<file path="config.mk">
export PLATFORM = sky130hd
export DESIGN_NAME = shift_seq_unit
export DESIGN_NICKNAME = d
export VERILOG_FILES = /design/src/rtl/shift_seq_unit.sv
export SDC_FILE = /design/constraint.sdc
export NUM_CORES = 1
export LEC_CHECK = 0
export BUFFER_PORTS_ARGS = -buffer_cell sky130_fd_sc_hd__buf_2
export CELL_PAD_IN_SITES_DETAIL_PLACEMENT = 0
export CELL_PAD_IN_SITES_GLOBAL_PLACEMENT = 1
export CORE_ASPECT_RATIO = 1.1
export CORE_UTILIZATION = 35
export CTS_CLUSTER_SIZE = 12
export DETAILED_ROUTE_END_ITERATION = 7
export GPL_TIMING_DRIVEN = 0
export PLACE_DENSITY_LB_ADDON = 0.1
export SLEW_MARGIN = 20
export SYNTH_ARGS = -nofsm -noshare
export SYNTH_HDL_FRONTEND = slang
export SYNTH_SLANG_ARGS = --single-unit
</file>
<file path="constraint.sdc">
create_clock -name clk -period 1.9 [get_ports clk]
set_clock_uncertainty 0.2 [all_clocks]
set_input_delay 0.38 -clock clk [delete_from_list [all_inputs] [get_ports clk]]
set_output_delay 0.38 -clock clk [all_outputs]
set_load 0.03 [all_outputs]
</file>
<file path="src/rtl/shift_seq_unit.sv">
// Multicycle shifter: one bit position per clock, start/busy/done handshake.
// Optional rotate-right (op 100) is compiled in when SHIFT_ROTATE_EN is defined.
module shift_seq_unit #(
  parameter int unsigned DATA_W  = 32,
  parameter int unsigned SHAMT_W = 5
) (
  input  logic               clk,
  input  logic               reset,
  input  logic               start,
  input  logic [2:0]         op,
  input  logic [DATA_W-1:0]  data_in,
  input  logic [SHAMT_W-1:0] shamt,
  output logic [DATA_W-1:0]  data_out,
  output logic               busy,
  output logic               done
);

  typedef enum logic [1:0] {
    S_IDLE  = 2'd0,
    S_SHIFT = 2'd1,
    S_DONE  = 2'd2
  } state_e;

  typedef enum logic [2:0] {
    OP_NOP = 3'b000,
    OP_SLL = 3'b001,
    OP_SRL = 3'b010,
    OP_SRA = 3'b011,
    OP_ROR = 3'b100
  } op_e;

  state_e             state_q, state_d;
  op_e                op_q, op_d, op_dec;
  logic [DATA_W-1:0]  data_q, data_d, step;
  logic [SHAMT_W-1:0] cnt_q, cnt_d;
  logic               busy_q, done_q;

  // Undefined encodings (and ROR when not built in) collapse to NOP.
  always_comb begin
    op_dec = OP_NOP;
    case (op)
      3'b001: op_dec = OP_SLL;
      3'b010: op_dec = OP_SRL;
      3'b011: op_dec = OP_SRA;
`ifdef SHIFT_ROTATE_EN
      3'b100: op_dec = OP_ROR;
`endif
      default: op_dec = OP_NOP;
    endcase
  end

  always_comb begin
    step = data_q;
    case (op_q)
      OP_SLL: step = {data_q[DATA_W-2:0], 1'b0};
      OP_SRL: step = {1'b0, data_q[DATA_W-1:1]};
      OP_SRA: step = {data_q[DATA_W-1], data_q[DATA_W-1:1]};
`ifdef SHIFT_ROTATE_EN
      OP_ROR: step = {data_q[0], data_q[DATA_W-1:1]};
`endif
      default: step = data_q;
    endcase
  end

  always_comb begin
    state_d = state_q;
    data_d  = data_q;
    cnt_d   = cnt_q;
    op_d    = op_q;
    case (state_q)
      S_IDLE: begin
        if (start) begin
          state_d = S_SHIFT;
          data_d  = data_in;
          op_d    = op_dec;
          cnt_d   = (op_dec == OP_NOP) ? '0 : shamt;
        end
      end
      S_SHIFT: begin
        if (cnt_q == '0) begin
          state_d = S_DONE;
        end else begin
          data_d = step;
          cnt_d  = cnt_q - SHAMT_W'(1);
        end
      end
      S_DONE:  state_d = S_IDLE;
      default: state_d = S_IDLE;
    endcase
  end

  // busy/done come straight from flops so a state transition cannot glitch them.
  always_ff @(posedge clk or posedge reset) begin
    if (reset) begin
      state_q <= S_IDLE;
      data_q  <= '0;
      cnt_q   <= '0;
      op_q    <= OP_NOP;
      busy_q  <= 1'b0;
      done_q  <= 1'b0;
    end else begin
      state_q <= state_d;
      data_q  <= data_d;
      cnt_q   <= cnt_d;
      op_q    <= op_d;
      busy_q  <= (state_d == S_SHIFT);
      done_q  <= (state_d == S_DONE);
    end
  end

  assign data_out = data_q;
  assign busy     = busy_q;
  assign done     = done_q;

endmodule

</file>
==> results.toml <==
[detailed_routing]
drtIter0Drc = 53
routed_wl_um = 6396
viasPerCell = 4.788
dr.pass1.iters = 4
num_vias = 2150
ant_nets = 0
drcViolationCount = 0
wire_per_inst_um = 14.24

[final_layout]
drive_gt1_share_pct = 34.62
finish.utilization_pct = 47.34
finish.instance_area_mm2 = 0.003317
final_cells = 449
diodes = 0
final_net_count = 409
syn2layout_area_growth_pct = 31.04

[floorplanning]
initial_core_util_pct = 36.13
die_h_um = 91.19
dieWidth_um = 83.09
pin_count = 77
dieArea_mm2 = 0.007577
rows = 32
core_mm2 = 0.007007

[synth]
synthXorXnorAreaFrac_pct = 0
ys_ff_latch = 43
syn-instance-count = 268
yosysSeqAreaShare_pct = 42.51
synth_edf_count = 0
yosys.area_share.simple_pct = 10.78
synth_compound_area_share_pct = 11.27
syn_area_mm2 = 0.002531
yosysUniqueCellTypes = 33
synthMuxAreaShare_pct = 24.42
ys.flop_type = "dfrtp_1"
syn_nets = 314
postSynthAreaPerCell_um2 = 9.445
synthArstFlopShare_pct = 100.0
synth_top_family_by_area = "multiplexers"
synth-warning-count = 0
synthAdderAreaFrac_pct = 1.483

[cts]
cts.clk_slew.worst_paths_ns = 0.09
cts.sinks = 43
cts_buffers = 5
cts_root_buf = "clkbuf_8"
cts_tree = "yes"
clk_path_buf_depth = 2
clk_latency_ns = 0.30
htreeDepth = 2

[global_route]
grt_start_max_net_pins = 25
gr-usage-all-layers_pct = 17.45
grt_pass1_vias = 2077
antenna_found_initial = 0
grt_first_pass_wirelength_um = 10520
grt_overflow_total = 0

[timing]
fin_crit_sh_pct = 98.14
timing.fmax_mhz = 536.3
worstMarginPinSlew_ns = 0.4731
hold_viol = 0
final.min_clock_period_ns = 1.865
max_slew_margin_pct = 68.41
report.final.slew_viol_count = 0
rsz0062_at_grt = "true"
finalSetupViolations = 0

[place]
port_buffers = 76
placed_cells = 430
placed_area_mm2 = 0.003047
globalplace.congestion = 0.7310
hpwlAfterDp_um = 4528

[power_and_ir_drop]
p_leak_nw = 1.693
peakVddDrop_v = 0.0009262
p_comb_share_pct = 65.5
power_density_mw_per_mm2 = 2313
seq_power_share_pct = 24.7
p_clk_share_pct = 9.8
p_switching_mw = 3.602
swShare_pct = 46.95
p_int_mw = 4.069

[worst_setup_path]
crit_path_max_incr_delay_ns = 0.44
start_kind = "flop"
cp_cell_sequence = "ha_4 > inv_1 > o31a_4 > buf_12 > mux2_4"
slowest_stage = "dfrtp_1"
critPathTopFamily = "flip-flops"
worstPathMaxFanout = 7
worstPathRequired_ns = 1.89
worst-path-buf-inv = 2
cp_data_arrival_time_ns = 1.86
end_kind = "flop"
path_class = "reg2reg"

[flow_run]
cap_violations = 0

[outcome]
status = "complete, no violations"

[worst_hold_path]
hold_class = "in2reg"
## cell type report
class                   count  area (µm²)
flip-flops and latches     43        1076
fillers                   719        3690
well taps                  85       106.4
clock inverters             2       35.03
clock buffers               6       82.58
inverters                  34       127.6
repair buffers             90       513.0
multi-input cells         173        1259
plain buffers              16       117.6
## final timing paths
kind	startpoint	to	slack, ns	depth (start not counted)
min in group asynchronous	reset	data_out[29]	0.44	3
hold / removal	op[0]	op_q[0]	0.14	3
max in group asynchronous	reset	op_q[0]	0.56	4
setup / recovery	op_q[1]	data_out[0]	0.04	5
hold reg to reg	op_q[0]	op_q[0]	0.34	2
setup reg to reg	op_q[1]	data_out[0]	0.04	5
## power groups by stage
stage / combinational (mW) / sequential (mW) / clock [mW]
after global placement: 4.62 / 1.90 / 0
after detailed placement: 4.71 / 1.90 / 0
after global routing: 5.52 / 1.96 / 0.811
after floorplan: 2.98 / 2.49 / 0
final: 5.03 / 1.89 / 0.752
after CTS: 4.97 / 1.89 / 0.780
## metrics by stage
step,total power [mW],TNS (ns),hold WS [ns],setup WS (ns)
global placement,6.527,-21.24,0.2992,-0.4651
finish,7.671,0,0.1426,0.03542
detailed placement,6.613,-1.726,0.2308,-0.2040
floorplan,5.466,-0.03830,0.2740,-0.03830
global route,8.294,-0.02662,0.1411,-0.02447
CTS,7.634,-0.009345,0.1341,-0.009345
## registers in the layout, summed over array words and instances, names as in the netlist
name,cells
busy,1
cnt_q,5
done,1
data_out,32
state_q,2
op_q,2
## cell usage after synthesis, types with 3 or more instances
master / count / area, µm²
a21oi_1: 34 / 170.2
a31oi_1: 3 / 18.77
buf_1: 4 / 15.01
buf_2: 6 / 30.03
buf_6: 3 / 33.78
clkbuf_1: 4 / 15.01
dfrtp_1: 43 / 1076
ha_1: 3 / 37.54
inv_1: 34 / 127.6
mux2i_1: 58 / 580.6
nand2_1: 8 / 30.03
nand2b_1: 4 / 25.02
nor2_1: 35 / 131.4
o21ai_0: 5 / 25.02
## cells by family (layout without fill, tap and decap cells)
group / after synthesis / after routing
multiplexers: 61 / 61
AND/OR/NAND/NOR: 58 / 58
flip-flops: 43 / 43
AO/OA/AOI/OAI: 51 / 51
buffers and inverters: 52 / 148
adder cells (fa/ha/maj): 3 / 3
## layout by cell type (no fill, tap or decap), drive strengths merged, types with 4 or more instances in the layout
cell,count
buf,99
mux2i,58
dfrtp,43
nor2,35
a21oi,34
inv,34
clkbuf,12
nand2,8
o21ai,7
nand2b,4
## per-layer routing
metal  vias to the layer above  part of all wire, %  global-route usage (%)
li1                       1088                    -                       -
met1                      1009                   49                   25.03
met2                        49                   46                   27.19
met3                         4                  3.8                   3.364
met4                         0                 0.69                   3.879
met5                         -                    0                       0
## repair_timing
action,4_1_cts,5_1_grt
hold buffers,1,0
pin swaps,3,5
setup buffers,7,5
endpoints found under the setup margin,31,36
hold endpoints to repair,19,0
gates resized for setup,9,17
## tightest hold or removal path, stage by stage
cell      delay [ns]
buf_2           0.10
nand2b_1        0.05
o21ai_0         0.06
No activity file was read; power rests on OpenSTA's default activity.
